### config.mk
export PLATFORM = sky130hd
export DESIGN_NAME = cpu_hazard_unit_flat
export DESIGN_NICKNAME = d
export VERILOG_FILES = /design/src/rtl/cpu_hazard_if.sv /design/src/rtl/cpu_hazard_unit.sv /design/src/flat_wrapper.sv
export SDC_FILE = /design/constraint.sdc
export NUM_CORES = 1
export LEC_CHECK = 0
export ABC_AREA = 1
export BUFFER_PORTS_ARGS = -buffer_cell sky130_fd_sc_hd__buf_4
export CAP_MARGIN = 15
export CORE_AREA = 2 2 132 134
export DETAILED_ROUTE_END_ITERATION = 10
export DIE_AREA = 0 0 134 136
export PLACE_DENSITY_LB_ADDON = 0.15
export RECOVER_POWER = 25
export SYNTH_ARGS = -nofsm -noshare
export SYNTH_HDL_FRONTEND = slang
export SYNTH_SLANG_ARGS = --single-unit
### constraint.sdc
create_clock -name clk -period 2.77 [get_ports clk]
set_clock_uncertainty 0.05 [all_clocks]
set_input_delay 0.554 -clock clk [delete_from_list [all_inputs] [get_ports clk]]
set_output_delay 0.554 -clock clk [all_outputs]
set_load 0.05 [all_outputs]
### src/rtl/cpu_hazard_if.sv
// Issue, operand, jump and stall signals between the pipeline and the hazard unit.
interface cpu_hazard_if #(
  parameter int unsigned XLEN   = 32,
  parameter int unsigned STAGES = 3,
  parameter int unsigned CNT_W  = 16
);
  logic                     issue_valid;
  logic [4:0]               issue_rd;
  logic                     issue_wr_en;
  logic                     issue_is_load;
  logic [1:0]               issue_rs_en;
  logic [4:0]               issue_rs1;
  logic [4:0]               issue_rs2;
  logic [XLEN-1:0]          rf_data1;
  logic [XLEN-1:0]          rf_data2;
  logic                     jmp_reg_en;
  logic [4:0]               jmp_rs;
  logic [XLEN-1:0]          rf_jmp;
  logic [STAGES*XLEN-1:0]   stage_data;
  logic                     flush;
  logic [XLEN-1:0]          fwd_data1;
  logic [XLEN-1:0]          fwd_data2;
  logic [XLEN-1:0]          jmp_data;
  logic                     stall_exe;
  logic                     stall_jmp;
  logic [CNT_W-1:0]         stall_cnt;

  modport master (
    output issue_valid, issue_rd, issue_wr_en, issue_is_load, issue_rs_en, issue_rs1, issue_rs2,
    output rf_data1, rf_data2, jmp_reg_en, jmp_rs, rf_jmp, stage_data, flush,
    input  fwd_data1, fwd_data2, jmp_data, stall_exe, stall_jmp, stall_cnt
  );

  modport slave (
    input  issue_valid, issue_rd, issue_wr_en, issue_is_load, issue_rs_en, issue_rs1, issue_rs2,
    input  rf_data1, rf_data2, jmp_reg_en, jmp_rs, rf_jmp, stage_data, flush,
    output fwd_data1, fwd_data2, jmp_data, stall_exe, stall_jmp, stall_cnt
  );
endinterface

### src/rtl/cpu_hazard_unit.sv
// Scoreboard of in-flight results: operand forwarding, load-use and jump-base stalls.
module cpu_hazard_unit #(
  parameter int unsigned XLEN        = 32,
  parameter int unsigned STAGES      = 3,
  parameter int unsigned LOAD_LAT    = 2,
  parameter int unsigned FLUSH_DEPTH = 1,
  parameter int unsigned CNT_W       = 16
) (
  input logic         clk,
  input logic         rst_n,
  cpu_hazard_if.slave bus
);
  // Index 0 holds entry 1 (issued one cycle ago).
  logic [STAGES-1:0]      valid_q, valid_d;
  logic [STAGES-1:0]      wr_en_q, wr_en_d;
  logic [STAGES-1:0]      load_q, load_d;
  logic [STAGES-1:0][4:0] rd_q, rd_d;
  logic [CNT_W-1:0]       cnt_q, cnt_d;

  // Lookups: 0 = rs1, 1 = rs2, 2 = jump base.
  logic [2:0][4:0]   req;
  logic [2:0]        hit;
  logic [2:0]        early;
  logic [XLEN-1:0]   data [3];
  logic              haz1, haz2, issue_hit;

  always_comb begin
    req = {bus.jmp_rs, bus.issue_rs2, bus.issue_rs1};
    for (int unsigned i = 0; i < 3; i++) begin
      hit[i]   = 1'b0;
      early[i] = 1'b0;
      data[i]  = '0;
      for (int unsigned k = 0; k < STAGES; k++) begin
        if (!hit[i] && valid_q[k] && wr_en_q[k] && rd_q[k] == req[i] && req[i] != 5'd0) begin
          hit[i]   = 1'b1;
          early[i] = load_q[k] && (k + 1 < LOAD_LAT);
          data[i]  = bus.stage_data[k*XLEN +: XLEN];
        end
      end
    end
  end

  always_comb begin
    haz1      = bus.issue_rs_en[1] & hit[0] & early[0];
    haz2      = bus.issue_rs_en[0] & hit[1] & early[1];
    issue_hit = bus.issue_valid & bus.issue_wr_en & (bus.issue_rd == bus.jmp_rs);

    bus.fwd_data1 = (bus.issue_rs_en[1] & hit[0]) ? data[0] : bus.rf_data1;
    bus.fwd_data2 = (bus.issue_rs_en[0] & hit[1]) ? data[1] : bus.rf_data2;
    bus.jmp_data  = hit[2] ? data[2] : bus.rf_jmp;
    // Stalls are forced low while reset is held, even with hazardous issue inputs.
    bus.stall_exe = rst_n & bus.issue_valid & (haz1 | haz2);
    bus.stall_jmp = rst_n & bus.jmp_reg_en & (bus.jmp_rs != 5'd0) &
                    (issue_hit | (hit[2] & early[2]));
    bus.stall_cnt = cnt_q;
  end

  always_comb begin
    valid_d[0] = bus.issue_valid & ~bus.stall_exe & ~bus.flush;
    wr_en_d[0] = bus.issue_wr_en;
    load_d[0]  = bus.issue_is_load;
    rd_d[0]    = bus.issue_rd;
    // Entry k-1 moves to slot k; it dies on flush if it was among the youngest FLUSH_DEPTH.
    for (int unsigned k = 1; k < STAGES; k++) begin
      valid_d[k] = valid_q[k-1] & ~(bus.flush & (k <= FLUSH_DEPTH));
      wr_en_d[k] = wr_en_q[k-1];
      load_d[k]  = load_q[k-1];
      rd_d[k]    = rd_q[k-1];
    end
    cnt_d = cnt_q;
    if ((bus.stall_exe | bus.stall_jmp) && cnt_q != '1) cnt_d = cnt_q + 1'b1;
  end

  always_ff @(posedge clk or negedge rst_n) begin
    if (!rst_n) begin
      valid_q <= '0;
      wr_en_q <= '0;
      load_q  <= '0;
      rd_q    <= '0;
      cnt_q   <= '0;
    end else begin
      valid_q <= valid_d;
      wr_en_q <= wr_en_d;
      load_q  <= load_d;
      rd_q    <= rd_d;
      cnt_q   <= cnt_d;
    end
  end
endmodule

### src/flat_wrapper.sv
// flat-port wrapper written by rule: the top's interface ports become plain ports
module cpu_hazard_unit_flat 
#(
  parameter int unsigned XLEN        = 32,
  parameter int unsigned STAGES      = 3,
  parameter int unsigned LOAD_LAT    = 2,
  parameter int unsigned FLUSH_DEPTH = 1,
  parameter int unsigned CNT_W       = 16
)
  (clk, rst_n, bus_issue_valid, bus_issue_rd, bus_issue_wr_en, bus_issue_is_load, bus_issue_rs_en, bus_issue_rs1, bus_issue_rs2, bus_rf_data1, bus_rf_data2, bus_jmp_reg_en, bus_jmp_rs, bus_rf_jmp, bus_stage_data, bus_flush, bus_fwd_data1, bus_fwd_data2, bus_jmp_data, bus_stall_exe, bus_stall_jmp, bus_stall_cnt);
  cpu_hazard_if #(.XLEN(XLEN), .STAGES(STAGES), .CNT_W(CNT_W)) bus_i ();
  input logic clk;
  input logic rst_n;
  input wire logic [$bits(bus_i.issue_valid)-1:0] bus_issue_valid;
  input wire logic [$bits(bus_i.issue_rd)-1:0] bus_issue_rd;
  input wire logic [$bits(bus_i.issue_wr_en)-1:0] bus_issue_wr_en;
  input wire logic [$bits(bus_i.issue_is_load)-1:0] bus_issue_is_load;
  input wire logic [$bits(bus_i.issue_rs_en)-1:0] bus_issue_rs_en;
  input wire logic [$bits(bus_i.issue_rs1)-1:0] bus_issue_rs1;
  input wire logic [$bits(bus_i.issue_rs2)-1:0] bus_issue_rs2;
  input wire logic [$bits(bus_i.rf_data1)-1:0] bus_rf_data1;
  input wire logic [$bits(bus_i.rf_data2)-1:0] bus_rf_data2;
  input wire logic [$bits(bus_i.jmp_reg_en)-1:0] bus_jmp_reg_en;
  input wire logic [$bits(bus_i.jmp_rs)-1:0] bus_jmp_rs;
  input wire logic [$bits(bus_i.rf_jmp)-1:0] bus_rf_jmp;
  input wire logic [$bits(bus_i.stage_data)-1:0] bus_stage_data;
  input wire logic [$bits(bus_i.flush)-1:0] bus_flush;
  output wire logic [$bits(bus_i.fwd_data1)-1:0] bus_fwd_data1;
  output wire logic [$bits(bus_i.fwd_data2)-1:0] bus_fwd_data2;
  output wire logic [$bits(bus_i.jmp_data)-1:0] bus_jmp_data;
  output wire logic [$bits(bus_i.stall_exe)-1:0] bus_stall_exe;
  output wire logic [$bits(bus_i.stall_jmp)-1:0] bus_stall_jmp;
  output wire logic [$bits(bus_i.stall_cnt)-1:0] bus_stall_cnt;
  assign bus_i.issue_valid = bus_issue_valid;
  assign bus_i.issue_rd = bus_issue_rd;
  assign bus_i.issue_wr_en = bus_issue_wr_en;
  assign bus_i.issue_is_load = bus_issue_is_load;
  assign bus_i.issue_rs_en = bus_issue_rs_en;
  assign bus_i.issue_rs1 = bus_issue_rs1;
  assign bus_i.issue_rs2 = bus_issue_rs2;
  assign bus_i.rf_data1 = bus_rf_data1;
  assign bus_i.rf_data2 = bus_rf_data2;
  assign bus_i.jmp_reg_en = bus_jmp_reg_en;
  assign bus_i.jmp_rs = bus_jmp_rs;
  assign bus_i.rf_jmp = bus_rf_jmp;
  assign bus_i.stage_data = bus_stage_data;
  assign bus_i.flush = bus_flush;
  assign bus_fwd_data1 = bus_i.fwd_data1;
  assign bus_fwd_data2 = bus_i.fwd_data2;
  assign bus_jmp_data = bus_i.jmp_data;
  assign bus_stall_exe = bus_i.stall_exe;
  assign bus_stall_jmp = bus_i.stall_jmp;
  assign bus_stall_cnt = bus_i.stall_cnt;
  cpu_hazard_unit #(.XLEN(XLEN), .STAGES(STAGES), .LOAD_LAT(LOAD_LAT), .FLUSH_DEPTH(FLUSH_DEPTH), .CNT_W(CNT_W)) u_core (.clk(clk), .rst_n(rst_n), .bus(bus_i));
endmodule
=== Word-level counts from Yosys, hierarchy flattened ===
Index checks and enable logic that the tools add are counted.

* Word-level logic and storage cells: 110
* RAM bits: 0
* Bits in latches: 0
* Memories kept: 0
* Flip-flop bits (word level): 38
* Input port bits: 221
* Output and inout port bits: 114
* ROM bits: 0

* Bitwise operators: 20
* $add $sub $neg: 1
* Div/mod/pow operators: 0
* $lt $le $gt $ge: 0
* Shift operators: 0
* $mul: 0
* Reductions and logical operators: 41
* Muxes and demuxes: 30
* Equality and inequality tests: 11

{| class="wikitable"
|+ Operators with widths
! kind !! count
|-
| 32-bit 2-to-1 mux || 12
|-
| 5-bit equality test || 10
|-
| 1-bit logical AND || 32
|-
| 1-bit 2-to-1 mux || 18
|-
| 16-bit by 1-bit adder with 16-bit output, second input constant || 1
|-
| 16-bit != test, second input constant || 1
|-
| 1-bit AND || 15
|-
| 5-bit nonzero test || 3
|-
| 1-bit zero test || 6
|-
| 1-bit bitwise OR || 3
|-
| 1-bit NOT || 2
|}

=== Logic depth before layout (Yosys ltp) ===
Gate-level depths: netlist (run 1).

* Word-level depth: 23
* Gate-level depth with buffers: 13

=== Worst setup path before layout (run 1) ===
Ideal clock, no wire load.

* Kind: input-to-output
* Start point: in bus_issue_rs2[4]
* End point: out bus_fwd_data2[17]
* Path slack: 0.190 ns
* Cell stages on the path: 10
* Required time: 2.166 ns
* Arrival: 1.976 ns
* Cell sequence: xnor2_1 -> nand3_1 -> nor2_2 -> nand2_4 -> nand3b_2 -> nand2_4 -> inv_2 -> buf_6 -> nand2_1 -> o21ai_2

* Longest elaborated chain between the ends: 18
* Elaborated cells between the ends (all ways): 24
* Classes of those cells: 3 x eq/ne; 7 x mux; 1 x bitwise; 13 x reduce/logical

{| class="wikitable"
|+ Ends and longest elaborated chain
! element !! line !! text
|-
| start: declaration || flat_wrapper.sv:20 || <nowiki>input wire logic [$bits(bus_i.issue_rs2)-1:0] bus_issue_rs2;</nowiki>
|-
| 5-bit equality test || cpu_hazard_unit.sv:34 || <nowiki>if (!hit[i] && valid_q[k] && wr_en_q[k] && rd_q[k] == req[i] && req[i] != 5'd0) begin</nowiki>
|-
| 1-bit logical AND (2 in series) || cpu_hazard_unit.sv:34 ||
|-
| 1-bit 2-to-1 mux || cpu_hazard_unit.sv:34 ||
|-
| 1-bit zero test || cpu_hazard_unit.sv:34 ||
|-
| 1-bit logical AND (4 in series) || cpu_hazard_unit.sv:34 ||
|-
| 1-bit 2-to-1 mux || cpu_hazard_unit.sv:34 ||
|-
| 1-bit zero test || cpu_hazard_unit.sv:34 ||
|-
| 1-bit logical AND (4 in series) || cpu_hazard_unit.sv:34 ||
|-
| 1-bit 2-to-1 mux || cpu_hazard_unit.sv:34 ||
|-
| 1-bit AND || cpu_hazard_unit.sv:49 || <nowiki>bus.fwd_data2 = (bus.issue_rs_en[0] & hit[1]) ? data[1] : bus.rf_data2;</nowiki>
|-
| 32-bit 2-to-1 mux (*) || cpu_hazard_unit.sv:49 ||
|-
| end: declaration || flat_wrapper.sv:29 || <nowiki>output wire logic [$bits(bus_i.fwd_data2)-1:0] bus_fwd_data2;</nowiki>
|}

Mark *: on every way between the ends. The rest lies on a longest branch, timed or not.

=== Final worst setup path (run 1) ===
* Start point: reg u_core.rd_q, in the netlist u_core.rd_d[10]
* End point: out bus_fwd_data1[0]

* Longest elaborated chain between the ends: 12
* Elaborated cells between the ends (all ways): 14
* Classes of those cells: 1 x eq/ne; 5 x mux; 1 x bitwise; 7 x reduce/logical

{| class="wikitable"
|+ Ends and longest elaborated chain
! element !! line !! text
|-
| start: declaration || cpu_hazard_unit.sv:17 || <nowiki>logic [STAGES-1:0][4:0] rd_q, rd_d;</nowiki>
|-
| start signal: assignment || cpu_hazard_unit.sv:85 || <nowiki>rd_q <= rd_d;</nowiki>
|-
| 5-bit equality test (*) || cpu_hazard_unit.sv:34 ||
|-
| 1-bit logical AND (*) (2 in series) || cpu_hazard_unit.sv:34 ||
|-
| 1-bit 2-to-1 mux || cpu_hazard_unit.sv:34 ||
|-
| 1-bit zero test || cpu_hazard_unit.sv:34 ||
|-
| 1-bit logical AND (4 in series) || cpu_hazard_unit.sv:34 ||
|-
| 1-bit 2-to-1 mux || cpu_hazard_unit.sv:34 ||
|-
| 1-bit AND || cpu_hazard_unit.sv:48 || <nowiki>bus.fwd_data1 = (bus.issue_rs_en[1] & hit[0]) ? data[0] : bus.rf_data1;</nowiki>
|-
| 32-bit 2-to-1 mux (*) || cpu_hazard_unit.sv:48 ||
|-
| end: declaration || flat_wrapper.sv:28 || <nowiki>output wire logic [$bits(bus_i.fwd_data1)-1:0] bus_fwd_data1;</nowiki>
|}

Marks and branches as above.

==> results.sh, run 1 <==
export IMPL_hold_violations=0
export IMPL_syn_num_nets=1295
export IMPL_start_util_pct=35.3
export IMPL_fin_nets=1700
export IMPL_max_slew_margin_rel_pct=55.9
export IMPL_drtPass1Iterations=7
export IMPL_grt_util_met2_pct=53.2
export IMPL_io_pins=335
export IMPL_synth_fa_ha_area_share_pct=0.210
export IMPL_clk_latency_ps=280
export IMPL_tightest_slew_ps=661
export IMPL_antenna_left=0
export IMPL_grt_max_degree=54
export IMPL_fin_crit_sh_pct=104
export IMPL_netlist_instances=1073
export IMPL_hold_class="primary input to asynchronous set/reset pin"
export IMPL_stdcell_count=1705
export IMPL_synth_top_area_cell="nand2_1"
export IMPL_start_kind="register"
export IMPL_worstSetupEndpointType="primary output"
export IMPL_synth_top_area_share_pct=22.0
export IMPL_rsz0062_at_grt="true"
export IMPL_via_per_inst=5.35
export IMPL_ys_flop_type="dfrtp_1"
export IMPL_synth_edf_count=0
export IMPL_drv_cap=0
export IMPL_cts_max_path_buffers=2
export IMPL_slowest_stage="dfrtp_2"
export IMPL_wire_per_inst_um=19.2
export IMPL_grt_pass1_vias=8022
export IMPL_ys_seq_elements=38
export IMPL_final_cell_area_um2=11700
export IMPL_cp_startpoint="u_core.rd_d[10]"
export IMPL_min_period_ps=2880
export IMPL_drt_total_wl_um=32800
export IMPL_synth_most_common_cell="nand2_1"
export IMPL_placedCellCount=1631
export IMPL_dpl_worst_slack_ps=-107
export IMPL_synthMuxAreaShare_pct=0
export IMPL_place_congestion=0.939
export IMPL_syn_area_um2=5960
export IMPL_synth_top_family_by_area="simple AND/OR/NAND/NOR gates"
export IMPL_dpl_cell_area_um2=9020
export IMPL_portBuffers=334
export IMPL_fillers=1461
export IMPL_crit_chain="inv_2, nand2_1, o211ai_1, nor3_4, buf_4, nor3_4, buf_6, nand2_1, nand2_1, nand2_1, nand2_1, buf_6"
export IMPL_top_usage_layer="met2"
export IMPL_syn_avg_cell_area_um2=5.55
export IMPL_synth_compound_area_share_pct=14.2
export IMPL_antenna_found_initial=1
export IMPL_htree_levels=2
export IMPL_fmax_mhz=347
export IMPL_required_ps=2170
export IMPL_fin_tns_setup_ps=-3680
export IMPL_synth_xor_area_share_pct=4.70
export IMPL_drtIter0Drc=635
export IMPL_cts_made_buffers=5
export IMPL_max_stage_delay_ps=450
export IMPL_rr_startpoint="u_core.rd_d[5]"
export IMPL_critPathKind="register to primary output"
export IMPL_cts_tree="yes"
export IMPL_yosysSeqAreaShare_pct=16.0
export IMPL_clk_pin_slew_ps=60
export IMPL_synthSimpleGateAreaFrac_pct=45.8
export IMPL_core_um2=16900
export IMPL_met1_usage_pct=38.7
export IMPL_hpwl_um=22200
export IMPL_ctsHoldBuffers=0
export IMPL_drive_gt1_share_pct=46.9
export IMPL_vdd_drop_max_mv=0.481
export IMPL_grt_use_met3_pct=6.15
export IMPL_netlist_top_cells_area="nand2_1 22%, dfrtp_1 16%, inv_1 12%, nand4_1 7.6%, o22ai_1 5.1%"
export IMPL_cp_common_cell="nand2_1"
export IMPL_syn_to_final_growth_pct=96.4
export IMPL_power_leakage_uw=0.00612
export IMPL_ys_types=42
export IMPL_vias=9130
export IMPL_dieArea_um2=18200
export IMPL_grt_usage_pct=30.7
export IMPL_setup_viol=88
export IMPL_grt_pass1_wl_um=44400
export IMPL_status="finished, violations left"
export IMPL_path_max_fanout=8
export IMPL_grt_ovfl_total=0
export IMPL_violations="negative setup slack"
export IMPL_synthArstFlopShare_pct=100
export IMPL_rows=48
export IMPL_synth_top_cells_by_count="349 x nand2_1, 187 x inv_1, 78 x nor2_1"
export IMPL_timing_final_ws_setup_ps=-113
export IMPL_hold_ws_ps=228
export IMPL_powerDensity_nw_per_um2=213
export IMPL_slew_viol_final=0
export IMPL_cts_root_buffer="clkbuf_16"
export IMPL_die_w_um=134
export IMPL_drcViolationCount=0
export IMPL_dieHeight_um=136
export IMPL_cp_data_arrival_time_ps=2280
export IMPL_yosysWarnings=0
export IMPL_r2r_worst_path_cells=13
export IMPL_cts_sinks=38
==> timing repair <==
action | CTS | global route
buffers inserted | 21 | 23
pin swaps | 41 | 85
endpoints found under the setup margin | 89 | 96
gates cloned | 7 | 19
resized for setup | 160 | 254
==> worst max-delay path: cells and delay by family, from the launching register on <==
kind / cells / cell delay [ps]
AO/OA/AOI/OAI: 1 / 150
buffers and inverters: 4 / 600
flip-flops: 1 / 450
AND/OR/NAND/NOR: 7 / 800
==> routing by layer <==
| metal | routed length (µm) | part of all wire, % |
|---|---|---|
| met1 | 12600 | 38 |
| met2 | 15800 | 48 |
| met3 | 2900 | 8.8 |
| met4 | 1480 | 4.5 |
| met5 | 0 | 0 |
==> worst paths after layout <==
check | end | slack (ps)
max in group asynchronous | u_core.rd_d[12] | 1590
max reg2reg | u_core.bus.stall_cnt[15] | 600
min | u_core.bus.stall_cnt[15] | 230
min reg2reg | u_core.wr_en_q[1] | 330
min in group clk | u_core.wr_en_q[1] | 330
max | bus_fwd_data1[0] | -110
==> cells in the final DEF (no fill, tap or decap), types with 32 or more instances in the layout <==
cell type / n
nand3_2: 36
o21ai_1: 38
buf_12: 32
buf_4: 274
buf_8: 32
buf_6: 89
nor2_1: 43
nand4_1: 72
inv_1: 172
nand2_1: 326
==> area by class of cell <==
cell class	instances	area, µm²	area share [%]
inverters	204	788	6.73
clock inverters	2	12.5	0.107
clock buffers	6	139	1.19
diodes	1	2.50	0.0214
flip-flops and latches	38	966	8.25
multi-input cells	776	4840	41.4
well taps	225	282	2.40
repair buffers	453	4670	39.9
==> logic make-up (layout without fill, tap and decap cells) <==
kind of cell	count (synthesis)	count (layout)
compound gates	138	138
xor+xnor	32	32
buf+inv	261	665
simple gates	603	605
fa+ha+maj	1	1
other cells	0	1
flops	38	38
==> registers in the layout (all words and copies together), names as in the netlist <==
name                  flops
u_core.load_q             1
u_core.valid_q            3
u_core.bus.stall_cnt     16
u_core.rd_q               5
u_core.rd_d              10
u_core.wr_en_q            3
==> stage by stage <==
step                      power (µW)  util, %
after floorplan                 1190        -
after global placement          1710     53.4
after detailed placement        1710     53.4
after CTS                       2370     59.9
after global routing            2590     69.4
final                           2490     69.4
==> power breakdown <==
part / internal, µW / switching [µW]
logic: 555 / 749
registers: 581 / 35.3
clock network: 356 / 217
Power figures use the tool's default switching activity.
==> run 2: changes to the inputs <==
--- a/config.mk
+++ b/config.mk
@@ -5,12 +5,11 @@
 export SDC_FILE = /design/constraint.sdc
 export NUM_CORES = 1
 export LEC_CHECK = 0
-export ABC_AREA = 1
 export BUFFER_PORTS_ARGS = -buffer_cell sky130_fd_sc_hd__buf_4
 export CAP_MARGIN = 15
-export CORE_AREA = 2 2 132 134
+export CORE_AREA = 2 2 129 131
 export DETAILED_ROUTE_END_ITERATION = 10
-export DIE_AREA = 0 0 134 136
+export DIE_AREA = 0 0 131 133
 export PLACE_DENSITY_LB_ADDON = 0.15
 export RECOVER_POWER = 25
 export SYNTH_ARGS = -nofsm -noshare
==> run 2 against run 1 <==
The flow finishes with violations (max-capacitance violations, max-slew violations, negative setup slack). Register-to-register slack worse by 510 ps. Critical path depth down 3. Final area up 18%. Count of clock-buffer cells in the layout unchanged. Die area down 4.4%. Worst hold slack better by 97 ps. First-iteration DRC count up 64%.
==> results.sh, run 2 <==
export IMPL_tightest_slew_ps=2000
export IMPL_grt_pass1_vias=8893
export IMPL_fin_nets=1364
export IMPL_clk_latency_ps=280
export IMPL_syn_area_um2=4720
export IMPL_layout_common_cells="317 x buf_4, 139 x buf_6, 69 x nor2_1"
export IMPL_setup_viol=97
export IMPL_reg2reg_to="u_core.bus.stall_cnt[8]"
export IMPL_syn_num_nets=854
export IMPL_synth_top_cells_by_count="100 x nor2_1, 87 x a221oi_1, 82 x nand2_1"
export IMPL_start_util_pct=29.2
export IMPL_drv_cap=1
export IMPL_wire_per_inst_um=32.8
export IMPL_grt_ovfl_total=0
export IMPL_timing_final_ws_setup_ps=-1120
export IMPL_clk_pin_slew_ps=60
export IMPL_drive_gt1_share_pct=75.6
export IMPL_grt_usage_pct=43.3
export IMPL_place_congestion=0.922
export IMPL_hold_class="register to register"
export IMPL_cts_sinks=38
export IMPL_fmax_mhz=257
export IMPL_dieArea_um2=17400
export IMPL_hold_violations=0
export IMPL_ys_types=46
export IMPL_cts_max_path_buffers=2
export IMPL_synthArstFlopShare_pct=100
export IMPL_syn_avg_cell_area_um2=7.47
export IMPL_slew_viol_final=39
export IMPL_cp_data_arrival_time_ps=3290
export IMPL_rsz0062_at_grt="true"
export IMPL_drtIter0Drc=1043
export IMPL_hold_ws_ps=325
export IMPL_min_period_ps=3890
export IMPL_fin_crit_sh_pct=141
export IMPL_antenna_found_initial=7
export IMPL_synth_most_common_cell="nor2_1"
export IMPL_ys_flop_type="dfrtp_1"
export IMPL_antenna_left=0
export IMPL_powerDensity_nw_per_um2=210
export IMPL_power_leakage_uw=0.00558
export IMPL_drt_total_wl_um=44800
export IMPL_synth_top_area_cell="dfrtp_1"
export IMPL_fillers=784
export IMPL_violations="max-capacitance violations, max-slew violations, negative setup slack"
export IMPL_yosysSeqAreaShare_pct=20.1
export IMPL_ys_seq_elements=38
export IMPL_status="finished, violations left"
export IMPL_drcViolationCount=0
export IMPL_core_um2=16200
export IMPL_die_w_um=131
export IMPL_portBuffers=334
export IMPL_dieHeight_um=133
export IMPL_drtPass1Iterations=8
export IMPL_cts_made_buffers=5
export IMPL_htree_levels=2
export IMPL_hpwl_um=22300
export IMPL_largest_reg_flops=16
export IMPL_worstSetupEndpoint="bus_fwd_data1[21]"
export IMPL_dpl_worst_slack_ps=-806
export IMPL_rrSetupSlack_ps=90
export IMPL_synth_edf_count=0
export IMPL_via_per_inst=6.59
export IMPL_synth_top_area_share_pct=20.1
export IMPL_path_max_fanout=6
export IMPL_grt_pass1_wl_um=55800
export IMPL_cts_tree="yes"
export IMPL_vdd_drop_max_mv=0.683
export IMPL_syn_to_final_growth_pct=193
export IMPL_max_slew_margin_rel_pct=-33.2
export IMPL_netlist_instances=632
export IMPL_io_pins=335
export IMPL_rows=47
export IMPL_rr_startpoint="u_core.rd_d[6]"
export IMPL_worstSetupEndpointType="primary output"
export IMPL_ctsHoldBuffers=0
export IMPL_layout_commonest_cell="buf_4"
export IMPL_netlist_top_cells_area="dfrtp_1 20%, a221oi_1 16%, o31ai_1 9.4%, xnor2_1 8.9%, nor2_1 8.0%"
export IMPL_cts_root_buffer="clkbuf_16"
export IMPL_grt_max_degree=39
export IMPL_start_kind="register"
export IMPL_yosysWarnings=0
export IMPL_cp_startpoint="u_core.rd_d[6]"
export IMPL_r2r_worst_path_cells=10
export IMPL_required_ps=2170
export IMPL_critPathKind="register to primary output"
export IMPL_vias=9014
## run 2: cell count changes in the layout (fill, tap and decap cells not counted), moves of 28 or more
cell / delta
buf_4: +43
nand2_4: +40
o21ai_1: -38
nand3_2: -36
o31ai_4: +60
o2bb2ai_4: +28
xnor2_1: +32
o22ai_2: -29
a221oi_2: +54
buf_6: +50
nand2_1: -300
nand4_1: -55
inv_1: -156
## run 2: worst max-delay path, stage by stage (launching register included)
cell	delay (ps)
dfrtp_2	450
buf_6	140
xor2_2	140
or4_4	520
buf_6	150
or2_4	330
buf_12	170
nor2_1	610
o31ai_4	260
buf_6	220
## run 2: area by class of cell
cell class	count	area [µm²]	share of cell area, %
inverters	16	60.1	0.434
flip-flops and latches	38	953	6.89
multi-input cells	518	6510	47.0
clock inverters	2	60.1	0.434
diodes	5	12.5	0.0904
clock buffers	6	139	1.00
well taps	220	275	1.99
repair buffers	563	5840	42.2
## run 2: where the power goes
group / switching [µW] / leakage [µW] / internal [µW]
sequential: 21.4 / 0.000477 / 575
combinational: 854 / 0.00500 / 693
clock: 222 / 0.0000971 / 540
## run 2: metal layers
metal | global-route usage (%) | part of all wire [%] | vias to the layer above
li1 | - | - | 3517
met3 | 21.5 | 14 | 376
met1 | 44.7 | 32 | 4279
met5 | 2.35 | 0.32 | -
met2 | 67.4 | 43 | 834
met4 | 30.3 | 10 | 8
## run 2: timing repair
action | in CTS | in global routing
setup endpoints to repair | 98 | 98
gates resized for setup | 345 | 130
buffers inserted | 59 | 40
cloned | 26 | 3
pin swaps | 75 | 47
## run 2: through the flow
| stage | instances | instance area [µm²] | utilization [%] | setup TNS (ps) | total power [µW] |
|---|---|---|---|---|---|
| after floorplan | 632 | 6770 | - | -43020 | 1260 |
| after global placement | 1262 | 10500 | 64.8 | -59180 | 1830 |
| after detailed placement | 1262 | 10500 | 64.8 | -60580 | 1850 |
| after CTS | 1351 | 13300 | 82.3 | -43730 | 2800 |
| after global routing | 1367 | 13800 | 85.6 | -57040 | 2980 |
| final | 1368 | 13800 | 85.6 | -51390 | 2910 |
## run 2: worst min-delay path by stage
stage                                  from                 endpoint  slack [ps]  depth (start not counted)
final                     u_core.wr_en_q[0]        u_core.wr_en_q[1]         320                          0
after CTS                 bus_issue_is_load         u_core.load_q[0]         320                          1
after detailed placement  u_core.wr_en_q[0]        u_core.wr_en_q[1]         320                          0
after global placement    u_core.wr_en_q[0]        u_core.wr_en_q[1]         310                          0
after global routing      bus_issue_is_load         u_core.load_q[0]         340                          1
after floorplan                       rst_n  u_core.bus.stall_cnt[0]         210                          0
## run 2: logic make-up (layout without fill, tap and decap cells)
logic type,after synthesis,after routing,share of synthesized area [%]
buffers and inverters,76,587,7.00
AOI/OAI and AO/OA,203,203,36.5
DFF,38,38,20.1
and+or+nand+nor,250,250,24.0
muxes,2,2,0.530
other,0,5,0
adders and majority gates,1,1,0.265
xor gates and xnor gates,62,62,11.5
==> run 3: changes to the inputs <==
--- a/config.mk
+++ b/config.mk
@@ -12,6 +12,7 @@
 export DIE_AREA = 0 0 131 133
 export PLACE_DENSITY_LB_ADDON = 0.15
 export RECOVER_POWER = 25
+export SKIP_LAST_GASP = 1
 export SYNTH_ARGS = -nofsm -noshare
 export SYNTH_HDL_FRONTEND = slang
 export SYNTH_SLANG_ARGS = --single-unit
==> run 3 against run 2 <==
The run still ends with max-capacitance violations, max-slew violations, negative setup slack left. Final area increased by 1.1%. Via count fell by 0.18%. Power rose by 0.61%. Final cell count increased by 0.29%. Flip-flop and latch count unchanged. Worst hold slack worse by 0.51 ps. Sequential share of layout area decreased by 0.075 points. Wire length is 2.7% higher. Critical path depth rose by 2. Count of clock-buffer cells in the layout stayed put. First-iteration DRC count down 2.8%. Non-clock buffer count rose by 4. Largest cell class unchanged.
==> results.sh, run 3 (synthesized netlist as in run 2, its figures left out) <==
export IMPL_status="finished, violations left"
export IMPL_violations="max-capacitance violations, max-slew violations, negative setup slack"
export IMPL_multiInputGateArea_um2=6610
export IMPL_powerDensity_nw_per_um2=209
export IMPL_largest_reg_flops=16
export IMPL_cts_sinks=38
export IMPL_reg2reg_to="u_core.bus.stall_cnt[8]"
export IMPL_htree_levels=2
export IMPL_start_kind="primary input"
export IMPL_portBuffers=334
export IMPL_drt_total_wl_um=46100
export IMPL_grt_usage_pct=40.9
export IMPL_antenna_left=0
export IMPL_cts_made_buffers=5
export IMPL_hpwl_um=22300
export IMPL_via_per_inst=6.56
export IMPL_min_period_ps=3600
export IMPL_grt_pass1_vias=8823
export IMPL_cp_data_arrival_time_ps=2990
export IMPL_rsz0062_at_grt="true"
export IMPL_fin_util_pct=86.6
export IMPL_placedCellCount=1262
export IMPL_rows=47
export IMPL_layout_commonest_cell="buf_4"
export IMPL_seq_power_share_pct=20.4
export IMPL_worstSetupEndpointType="primary output"
export IMPL_drtPass1Iterations=6
export IMPL_vias=8998
export IMPL_cts_root_buffer="clkbuf_16"
export IMPL_syn_to_final_growth_pct=197
export IMPL_start_util_pct=29.2
export IMPL_grt_ovfl_total=0
export IMPL_slew_viol_final=39
export IMPL_wire_per_inst_um=33.6
export IMPL_cp_startpoint="bus_jmp_rs[3]"
export IMPL_drv_cap=1
export IMPL_die_w_um=131
export IMPL_core_um2=16200
export IMPL_dpl_worst_slack_ps=-806
export IMPL_rrSetupSlack_ps=80
export IMPL_fin_crit_sh_pct=130
export IMPL_path_max_fanout=6
export IMPL_fin_nets=1368
export IMPL_hold_class="register to register"
export IMPL_holdPathEnd="u_core.wr_en_q[1]"
export IMPL_holdCritStartpoint="u_core.wr_en_q[0]"
export IMPL_grt_pass1_wl_um=53800
export IMPL_fillers=730
export IMPL_dieHeight_um=133
export IMPL_clk_pin_slew_ps=60
export IMPL_timing_final_ws_setup_ps=-827
export IMPL_critPathKind="primary input to primary output"
export IMPL_place_congestion=0.922
export IMPL_p_clk_share_pct=26.1
export IMPL_max_slew_margin_rel_pct=-33.1
export IMPL_swShare_pct=38.0
export IMPL_cts_max_path_buffers=2
export IMPL_stdcell_count=1372
export IMPL_layout_common_cells="327 x buf_4, 126 x buf_6, 78 x nor2_1"
export IMPL_switchingPower_uw=1110
export IMPL_grt_max_degree=39
export IMPL_cts_tree="yes"
export IMPL_comb_power_share_pct=53.5
export IMPL_vdd_drop_max_mv=0.679
export IMPL_hold_violations=0
export IMPL_whs_path_depth=0
export IMPL_p_int_uw=1810
export IMPL_drtIter0Drc=1014
export IMPL_rr_startpoint="u_core.rd_d[6]"
export IMPL_fmax_mhz=278
export IMPL_dieArea_um2=17400
export IMPL_drive_gt1_share_pct=75.1
export IMPL_antenna_found_initial=7
export IMPL_hold_ws_ps=324
export IMPL_regArea_um2=953
export IMPL_r2r_worst_path_cells=7
export IMPL_clk_latency_ps=280
export IMPL_tightest_slew_ps=2000
export IMPL_io_pins=335
export IMPL_power_leakage_uw=0.00566
export IMPL_setup_viol=97
export IMPL_required_ps=2170
export IMPL_drcViolationCount=0
run 3: metrics by stage:
stage	power [µW]	instance area, µm²	TNS (ps)
after floorplan	1260	6770	-43020
after global placement	1830	10500	-59180
after detailed placement	1850	10500	-60580
after CTS	2790	13200	-45200
after global routing	3000	14000	-58600
final	2920	14000	-52880
run 3: cell type report:
cell class | count | share of cell area, %
multi-input cells | 518 | 47.2
clock buffers | 6 | 0.992
repair buffers | 567 | 42.1
well taps | 220 | 1.97
clock inverters | 2 | 0.429
flip-flops and latches | 38 | 6.81
inverters | 16 | 0.429
diodes | 5 | 0.0894
run 3: worst max path at each step:
| stage | endpoint | slack [ps] |
|---|---|---|
| global route | bus_jmp_data[16] | -960 |
| detailed placement | bus_jmp_data[17] | -810 |
| CTS | bus_fwd_data1[30] | -550 |
| finish | bus_jmp_data[16] | -830 |
| global placement | bus_jmp_data[13] | -760 |
| floorplan | bus_jmp_data[17] | -540 |
run 3: power by group through the flow:
stage | Clock (µW) | Combinational [µW] | Sequential (µW)
after global placement | 0 | 1230 | 605
after global routing | 793 | 1600 | 600
final | 763 | 1560 | 598
after floorplan | 0 | 642 | 617
after detailed placement | 0 | 1240 | 606
after CTS | 768 | 1420 | 597
run 3: repair_timing:
item	CTS	global route
buffers inserted	59	40
pin swaps	64	76
hold buffers	0	0
setup endpoints to repair	98	98
gates resized for setup	317	150
cloned	26	2
run 3: critical path: stages:
cell and delay, ps:
buf_6 90, or4_4 570, o211ai_1 250, buf_4 200, nor3_4 50, buf_6 140
buf_16 140, buf_4 140, a221oi_2 550, o2bb2ai_4 110, buf_8 180
run 3: routing by layer:
| layer | global-route usage, % | wire [µm] |
|---|---|---|
| met1 | 44.0 | 14300 |
| met2 | 66.6 | 20000 |
| met3 | 14.9 | 6950 |
| met4 | 27.2 | 4670 |
| met5 | 0 | 107 |
